$ cat src/rtl/adc_step_averager.sv
// Per-frequency-step ADC averager: drops SETTLE samples after step_start, then
// averages 2^LOG2_N offset-binary samples into one signed result tagged with the step index.
module adc_step_averager #(
    parameter int LOG2_N = 4,
    parameter int SETTLE = 8,
    parameter int STEP_W = 10
) (
    input  logic              clk,
    input  logic              rst,
    input  logic [13:0]       adc_val,
    input  logic              sample_en,
    input  logic              sweep_start,
    input  logic              step_start,
    output logic [13:0]       avg_out,
    output logic              avg_valid,
    output logic [STEP_W-1:0] avg_idx,
    output logic              busy,
    output logic              overrun
);
    localparam int ACC_W = 14 + LOG2_N;
    localparam logic [15:0]       SETTLE_LAST = 16'(SETTLE - 1);
    localparam logic [LOG2_N-1:0] SAMPLE_LAST = '1;

    typedef enum logic [1:0] {ST_IDLE, ST_SETTLE, ST_ACCUM} state_t;

    state_t                   state, state_next;
    logic [15:0]              settle_cnt;
    logic [LOG2_N-1:0]        sample_cnt;
    logic signed [ACC_W-1:0]  acc, acc_sum;
    logic [13:0]              sample;
    logic [STEP_W-1:0]        step_cnt;
    logic                     complete, start, valid_set, overrun_set;
    state_t                   first_state;

    // Offset binary to two's complement is an MSB flip.
    assign sample      = {~adc_val[13], adc_val[12:0]};
    assign acc_sum     = acc + {{LOG2_N{sample[13]}}, sample};
    assign complete    = (state == ST_ACCUM) && sample_en && (sample_cnt == SAMPLE_LAST);
    assign first_state = (SETTLE == 0) ? ST_ACCUM : ST_SETTLE;
    assign busy        = (state != ST_IDLE);

    always_comb begin
        state_next  = state;
        start       = 1'b0;
        valid_set   = 1'b0;
        overrun_set = 1'b0;
        case (state)
            ST_IDLE: begin
                if (step_start) start = 1'b1;
            end
            ST_SETTLE: begin
                if (step_start) begin
                    start       = 1'b1;
                    overrun_set = 1'b1;
                end else if (sample_en && settle_cnt == SETTLE_LAST) begin
                    state_next = ST_ACCUM;
                end
            end
            ST_ACCUM: begin
                if (complete) begin
                    valid_set  = 1'b1;
                    state_next = ST_IDLE;
                    start      = step_start;
                end else if (step_start) begin
                    start       = 1'b1;
                    overrun_set = 1'b1;
                end
            end
            default: state_next = ST_IDLE;
        endcase
        if (start) state_next = first_state;
        // Sweep restart silently discards whatever step was running.
        if (sweep_start) begin
            valid_set   = 1'b0;
            overrun_set = 1'b0;
            start       = step_start;
            state_next  = step_start ? first_state : ST_IDLE;
        end
    end

    always_ff @(posedge clk or posedge rst) begin
        if (rst) begin
            state <= ST_IDLE;
        end else begin
            state <= state_next;
        end
    end

    always_ff @(posedge clk or posedge rst) begin
        if (rst) begin
            settle_cnt <= '0;
            sample_cnt <= '0;
            acc        <= '0;
        end else if (start) begin
            settle_cnt <= '0;
            sample_cnt <= '0;
            acc        <= '0;
        end else if (sample_en) begin
            if (state == ST_SETTLE) settle_cnt <= settle_cnt + 16'd1;
            if (state == ST_ACCUM) begin
                acc        <= acc_sum;
                sample_cnt <= sample_cnt + 1'b1;
            end
        end
    end

    always_ff @(posedge clk or posedge rst) begin
        if (rst) begin
            avg_out   <= '0;
            avg_idx   <= '0;
            avg_valid <= 1'b0;
            overrun   <= 1'b0;
            step_cnt  <= '0;
        end else begin
            avg_valid <= valid_set;
            overrun   <= overrun_set;
            if (valid_set) begin
                avg_out <= acc_sum[ACC_W-1:LOG2_N];
                avg_idx <= step_cnt;
            end
            if (sweep_start)    step_cnt <= '0;
            else if (valid_set) step_cnt <= step_cnt + STEP_W'(1);
        end
    end
endmodule

$ cat config.mk
export PLATFORM = sky130hd
export DESIGN_NAME = adc_step_averager
export DESIGN_NICKNAME = d
export VERILOG_FILES = /design/src/rtl/adc_step_averager.sv
export SDC_FILE = /design/constraint.sdc
export NUM_CORES = 1
export LEC_CHECK = 0
export ABC_AREA = 1
export CAP_MARGIN = 20
export CORE_UTILIZATION = 51
export CTS_BUF_LIST = sky130_fd_sc_hd__clkbuf_2 sky130_fd_sc_hd__clkbuf_4 sky130_fd_sc_hd__clkbuf_8
export CTS_CLUSTER_DIAMETER = 60
export DETAILED_ROUTE_END_ITERATION = 8
export MAX_ROUTING_LAYER = met4
export PLACE_DENSITY_LB_ADDON = 0.08
export SLEW_MARGIN = 20
export SYNTH_ARGS = -nofsm -noshare
export SYNTH_HDL_FRONTEND = slang
export SYNTH_SLANG_ARGS = --single-unit
export TNS_END_PERCENT = 1
$ cat constraint.sdc
create_clock -name clk -period 3.2 [get_ports clk]
set_input_delay 0.48 -clock clk [delete_from_list [all_inputs] [get_ports clk]]
set_output_delay 0.48 -clock clk [all_outputs]
set_load 0.02 [all_outputs]
==> flow_metrics.env, run 1 <==
export IMPL_grt_max_degree=77
export IMPL_ctsHoldBuffers=0
export IMPL_vias_per_cell=5.13
export IMPL_die_width_um=95.5
export IMPL_avgSynthCellArea_um2=7.58
export IMPL_worstSkewPairLatency_ps=350
export IMPL_reg2regPathDepth=6
export IMPL_p_int_mw=1.51
export IMPL_firstDrtPassIters=5
export IMPL_place_hpwl_um=6870
export IMPL_coreArea_um2=8340
export IMPL_drv_slew=0
export IMPL_initial_utilization_pct=53.5
export IMPL_maxCapViolCount=0
export IMPL_synthCells=589
export IMPL_period_share_pct=75.4
export IMPL_yosysSeqAreaShare_pct=42.6
export IMPL_seqPwrFrac_pct=48.5
export IMPL_grt_util_met2_pct=39.3
export IMPL_status="completed"
export IMPL_synth_compound_area_share_pct=10.1
export IMPL_path_max_fanout=3
export IMPL_dr_first_iter_drc_count=147
export IMPL_cp_arrival_ps=2650
export IMPL_syn_area_um2=4460
export IMPL_routedWlPerCell_um=12.8
export IMPL_critPathLaunch="adc_val[0]"
export IMPL_worst_setup_path_start_kind="input pin"
export IMPL_switchingPower_uw=526
export IMPL_place_congestion=0.887
export IMPL_io_pins=46
export IMPL_nets=681
export IMPL_yosysWarnings=0
export IMPL_synthAdderAreaFrac_pct=7.18
export IMPL_end_kind="flip-flop"
export IMPL_dpl_instance_area_um2=5010
export IMPL_synth_seq_cells=76
export IMPL_layout_filler_cells=747
export IMPL_top_usage_layer="met2"
export IMPL_insertedDiodeCount=0
export IMPL_setup_violations=0
export IMPL_vias=3835
export IMPL_p_per_area_nw_per_um2=389
export IMPL_combPwrFrac_pct=11.1
export IMPL_die_h_um=95.5
export IMPL_grt_overflow=0
export IMPL_grt_pass1_vias=3767
export IMPL_final_setup_tns_ps=0
export IMPL_rsz0062_at_grt="no"
export IMPL_cts_root_buf="clkbuf_8"
export IMPL_cts_resized=0
export IMPL_cts_post_setup_buffers_inserted=0
export IMPL_hold_viol_final=0
export IMPL_synth_top_family_by_area="simple AND/OR/NAND/NOR gates"
export IMPL_dp_cells=731
export IMPL_drive_above_1_share_pct=5.45
export IMPL_rr_startpoint="state[0]$_DFFE_PP0P_"
export IMPL_fin_cells=747
export IMPL_final_util_pct=62.7
export IMPL_synth_cell_types=37
export IMPL_p_leak_nw=2.60
export IMPL_r2r_slack_ps=890
export IMPL_vdd_ir_drop_worst_mv=0.203
export IMPL_async_reset_ff_share_pct=100
export IMPL_max_freq_mhz=414
export IMPL_crit_type="in -> reg"
export IMPL_ant_nets=0
export IMPL_yosys_area_share_xor_xnor_pct=1.77
export IMPL_maxSlewHeadroom_pct=31.9
export IMPL_seq_area_um2=1900
export IMPL_grt_use_total_pct=23.7
export IMPL_power_mw=2.03
export IMPL_p_clk_share_pct=40.4
export IMPL_synth_nets=633
export IMPL_cts_sinks=76
export IMPL_yosys_most_used_dff="dfrtp_1"
export IMPL_synth_area_mux_share_pct=0
export IMPL_clk_pin_slew_worst_paths_ps=80
export IMPL_cts_tree="yes"
export IMPL_worst_hold_path_type="reg -> reg"
export IMPL_multi_input_area_um2=2190
export IMPL_finalCriticalPeriod_ps=2410
export IMPL_numCtsBuffers=9
export IMPL_crit_path_end="acc[14]$_DFFE_PP0P_"
export IMPL_grt_pass1_wl_um=16400
export IMPL_cts_htree_levels=3
export IMPL_required_ps=3440
export IMPL_wl_um=9530
export IMPL_stdcell_area_um2=5230
export IMPL_clockBufferDepth=2
export IMPL_r2r_end="acc[8]$_DFFE_PP0P_"
export IMPL_antenna_found_initial=0
export IMPL_synth_edf_count=0
export IMPL_use_met3_pct=2.95
export IMPL_drc_errors=0
export IMPL_syn_to_final_growth_pct=17.1
export IMPL_worst_pin_slew_ps=1020
export IMPL_switching_share_pct=25.8
export IMPL_fin_skew_ps=7.23
export IMPL_die_area_um2=9130
export IMPL_use_met1_pct=29.9
export IMPL_fp_row_count=33
export IMPL_yosys_area_share_simple_pct=30.2
export IMPL_port_buffers=45
[metrics by stage]
step	setup WS, ps	hold WS (ps)
floorplan	782	433
global route	587	492
detailed placement	438	462
CTS	761	471
finish	786	465
global placement	489	451
[routing by layer]
layer	part of all wire, %	up-vias
met2	46	64
met5	0	-
met4	1.5	0
met3	3.0	12
li1	-	2008
met1	50	1751
[sequential cells by signal, summed over array words and instances (netlist names)]
register    count
acc            18
avg_idx        10
avg_out        14
avg_valid       1
overrun         1
sample_cnt      4
settle_cnt     16
state           2
step_cnt       10
[kinds of logic after synthesis]
family                     count (synthesis)
DFF                                       76
AOI/OAI and AO/OA                         82
xor gates and xnor gates                   9
and+or+nand+nor                          308
adders and majority gates                 25
buffers and inverters                     89
[power groups by stage]
stage	clock [mW]	combinational (mW)	sequential (mW)
2_1_floorplan	0	0.152	1.00
6_report	0.822	0.225	0.987
3_3_place_gp	0	0.222	1.01
4_1_cts	0.841	0.226	0.987
3_5_place_dp	0	0.224	1.01
5_1_grt	0.876	0.257	0.990
[placed cells by master, fill, tap and decap left out, types with 2 or more instances in the layout]
master             n
nor2_1            38
nor3_2             3
ha_1              24
a21oi_1           26
inv_2              5
nand3b_1           4
buf_4              2
bufinv_16          2
inv_1             72
nand3_1           44
dfrtp_1           76
clkbuf_8           9
xnor2_1            4
o21ai_1           10
o21a_1             2
nand2_1          182
a21o_1             2
clkinv_2           2
a22o_1             2
nor3_1            12
nand4_1           16
a211oi_1           2
clkdlybuf4s50_1   45
nor4_1             2
o21ai_0           35
xor2_1             5
[synthesized netlist by cell type, types with 2 or more instances]
master | count | area [um2]
nor3_1 | 12 | 60.1
xnor2_1 | 4 | 35.0
nor3_2 | 3 | 30.0
dfrtp_1 | 76 | 1900
o21ai_1 | 10 | 50.1
buf_2 | 5 | 25.0
nand2_1 | 182 | 683
a211oi_1 | 2 | 15.0
nor2_1 | 38 | 143
ha_1 | 24 | 300
nand4_1 | 16 | 100
a21o_1 | 2 | 15.0
o21ai_0 | 35 | 175
clkbuf_1 | 2 | 7.51
o21a_1 | 2 | 15.0
buf_6 | 3 | 33.8
a21oi_1 | 26 | 130
inv_1 | 73 | 274
nand3b_1 | 4 | 30.0
nand3_1 | 44 | 220
nor4_1 | 2 | 12.5
a22o_1 | 2 | 17.5
inv_2 | 4 | 15.0
xor2_1 | 5 | 43.8
[final cells by class]
class                           instances  share of cell area, %
Clock inverter                          6                   1.68
Timing Repair Buffer                   48                   9.29
Multi-Input combinational cell        424                   42.0
Sequential cell                        76                   36.4
Clock buffer                           10                   2.51
Inverter                               78                   5.65
Tap cell                              105                   2.51
[worst min path at each step]
stage	start	end	slack [ps]	depth (start not counted)
after detailed placement	sample_cnt[3]$_DFFE_PP0P_	sample_cnt[3]$_DFFE_PP0P_	460	1
after CTS	sample_cnt[3]$_DFFE_PP0P_	sample_cnt[3]$_DFFE_PP0P_	470	1
final	sample_cnt[3]$_DFFE_PP0P_	sample_cnt[3]$_DFFE_PP0P_	460	1
after floorplan	sample_cnt[3]$_DFFE_PP0P_	sample_cnt[3]$_DFFE_PP0P_	430	1
after global routing	sample_cnt[3]$_DFFE_PP0P_	sample_cnt[3]$_DFFE_PP0P_	490	1
after global placement	sample_cnt[3]$_DFFE_PP0P_	sample_cnt[3]$_DFFE_PP0P_	450	1
[critical path, cell delays in order]
cell	delay [ps]
clkdlybuf4s50_1	460
ha_1	200
inv_1	70
fa_1	390
o21ai_0	450
nand2_1	110
nand2_1	150
nand2_1	90
nand2_1	70
nand2_1	60
nand3_1	70
nand2_1	60
Note: power is estimated with default switching activity, not from simulation.
==> run 2, diff against run 1 <==
==> constraint.sdc (replaced) <==
create_clock -name clk -period 2.2 [get_ports clk]
set_input_delay 0.33 -clock clk [delete_from_list [all_inputs] [get_ports clk]]
set_output_delay 0.33 -clock clk [all_outputs]
set_load 0.02 [all_outputs]
==> run 2 against run 1 <==
Net effect: worst setup slack worse by 620 ps; flip-flop and latch count unchanged; critical path depth is 2 lower; sequential power is 46% higher; clock skew grew 5.6 ps; register-to-register slack worse by 730 ps; final cell count up 2.0%; non-clock buffer count is 15 higher; global-route usage increased by 1.7 points; largest cell class unchanged.
==> flow_metrics.env, run 2 (synthesis results as in run 1) <==
export IMPL_hold_ws_ps=447
export IMPL_worstSkewPairLatency_ps=350
export IMPL_grt_pass1_wl_um=17600
export IMPL_drive_above_1_share_pct=7.76
export IMPL_die_h_um=95.5
export IMPL_pre_cts_slack_ps=-176
export IMPL_end_kind="flip-flop"
export IMPL_p_per_area_nw_per_um2=540
export IMPL_cts_sinks=76
export IMPL_layout_commonest_cell="nand2_1"
export IMPL_initial_utilization_pct=53.5
export IMPL_required_ps=2400
export IMPL_fp_row_count=33
export IMPL_vias_per_cell=5.25
export IMPL_worst_setup_path_start_kind="flip-flop"
export IMPL_maxSlewHeadroom_pct=56.8
export IMPL_largest_reg_flops=18
export IMPL_max_flop_register="acc"
export IMPL_drc_errors=0
export IMPL_cts_post_setup_buffers_inserted=0
export IMPL_firstDrtPassIters=4
export IMPL_layout_filler_cells=752
export IMPL_path_max_fanout=38
export IMPL_antenna_found_initial=0
export IMPL_cts_root_buf="clkbuf_8"
export IMPL_die_area_um2=9130
export IMPL_grt_max_degree=77
export IMPL_nets=696
export IMPL_grt_overflow=0
export IMPL_vdd_ir_drop_worst_mv=0.350
export IMPL_numCtsBuffers=9
export IMPL_routedWlPerCell_um=13.3
export IMPL_ant_nets=0
export IMPL_seq_area_um2=1900
export IMPL_insertedDiodeCount=0
export IMPL_final_util_pct=63.9
export IMPL_vias=4004
export IMPL_reg_top3="acc: 18 flops, settle_cnt: 16 flops, avg_out: 14 flops"
export IMPL_fin_skew_ps=12.8
export IMPL_grt_use_total_pct=25.4
export IMPL_crit_type="reg -> reg"
export IMPL_die_width_um=95.5
export IMPL_dr_first_iter_drc_count=213
export IMPL_finalCriticalPeriod_ps=2040
export IMPL_final_setup_tns_ps=0
export IMPL_layout_common_cells="182 x nand2_1, 76 x dfrtp_1, 72 x inv_1, 45 x clkdlybuf4s50_1, 44 x nand3_1"
export IMPL_rsz0062_at_grt="yes"
export IMPL_port_buffers=45
export IMPL_setup_violations=0
export IMPL_max_freq_mhz=491
export IMPL_worst_hold_path_type="in -> async"
export IMPL_cp_arrival_ps=2240
export IMPL_multi_input_area_um2=2200
export IMPL_syn_to_final_growth_pct=19.4
export IMPL_wl_um=10100
export IMPL_finalWorstSetupSlack_ps=163
export IMPL_cts_tree="yes"
export IMPL_status="completed"
export IMPL_coreArea_um2=8340
export IMPL_place_hpwl_um=7340
export IMPL_clk_pin_slew_worst_paths_ps=90
export IMPL_io_pins=46
export IMPL_worst_pin_slew_ps=647
export IMPL_place_congestion=0.906
export IMPL_clockBufferDepth=2
export IMPL_p_leak_nw=2.65
export IMPL_drv_slew=0
export IMPL_maxCapViolCount=0
export IMPL_cts_htree_levels=3
export IMPL_period_share_pct=92.6
export IMPL_grt_pass1_vias=3963
export IMPL_hold_viol_final=0
-- run 2: cell types whose count changed in the layout (fill, tap and decap cells not counted), sizes merged --
cell and change:
clkinv -3, clkbuf +1, clkinvlp +4, bufinv -1, buf +15, inv -1
-- run 2: final cells by class --
type,instances,area share [%]
clock buffers,11,2.61
clock inverters,5,1.15
inverters,78,5.61
multi-input cells,424,41.2
flip-flops and latches,76,35.7
well taps,105,2.47
repair buffers,63,11.2
-- run 2: final timing paths --
| check | startpoint | to | slack, ps | cells after the start |
|---|---|---|---|---|
| max | state[0]$_DFFE_PP0P_ | avg_out[2]$_DFFE_PP0P_ | 160 | 10 |
| min | rst | step_cnt[5]$_DFFE_PP0P_ | 450 | 3 |
| max reg2reg | state[0]$_DFFE_PP0P_ | avg_out[2]$_DFFE_PP0P_ | 160 | 10 |
| min reg2reg | sample_cnt[3]$_DFFE_PP0P_ | sample_cnt[3]$_DFFE_PP0P_ | 470 | 1 |
| max in group asynchronous | rst | step_cnt[8]$_DFFE_PP0P_ | 1440 | 3 |
| min in group clk | sample_cnt[3]$_DFFE_PP0P_ | sample_cnt[3]$_DFFE_PP0P_ | 470 | 1 |
-- run 2: what timing repair did --
action | in CTS | in global routing
gates resized for setup | 0 | 1
hold buffers | 0 | 0
endpoints found under the setup margin | 0 | 8
-- run 2: report_power, final --
| group | internal [mW] | leakage, nW | switching, mW | total (mW) |
|---|---|---|---|---|
| combinational | 0.134 | 1.50 | 0.213 | 0.347 |
| sequential | 1.42 | 1.06 | 0.0193 | 1.44 |
| clock | 0.554 | 0.0930 | 0.537 | 1.09 |
-- run 2: critical path, stage by stage (launching register included) --
cell	delay [ps]
dfrtp_1	410
inv_1	80
ha_1	210
nand2_1	140
inv_2	80
nand3_2	90
nor2_4	70
inv_4	110
nor2_8	40
inv_2	470
o21ai_0	210
-- run 2: metrics by stage --
| step | total power [mW] | std cells | area, um2 |
|---|---|---|---|
| floorplan | 1.68 | 589 | 4470 |
| global placement | 1.80 | 746 | 5120 |
| detailed placement | 1.81 | 746 | 5120 |
| CTS | 2.90 | 762 | 5330 |
| global route | 3.01 | 762 | 5330 |
| finish | 2.87 | 762 | 5330 |
-- run 2: metal layers --
metal / global-route usage (%) / routed length [um] / vias up
met4: 9.70 / 184 / 0
met3: 3.11 / 386 / 17
met5: - / 0 / -
li1: - / - / 2036
met1: 32.2 / 4770 / 1860
met2: 41.6 / 4760 / 91
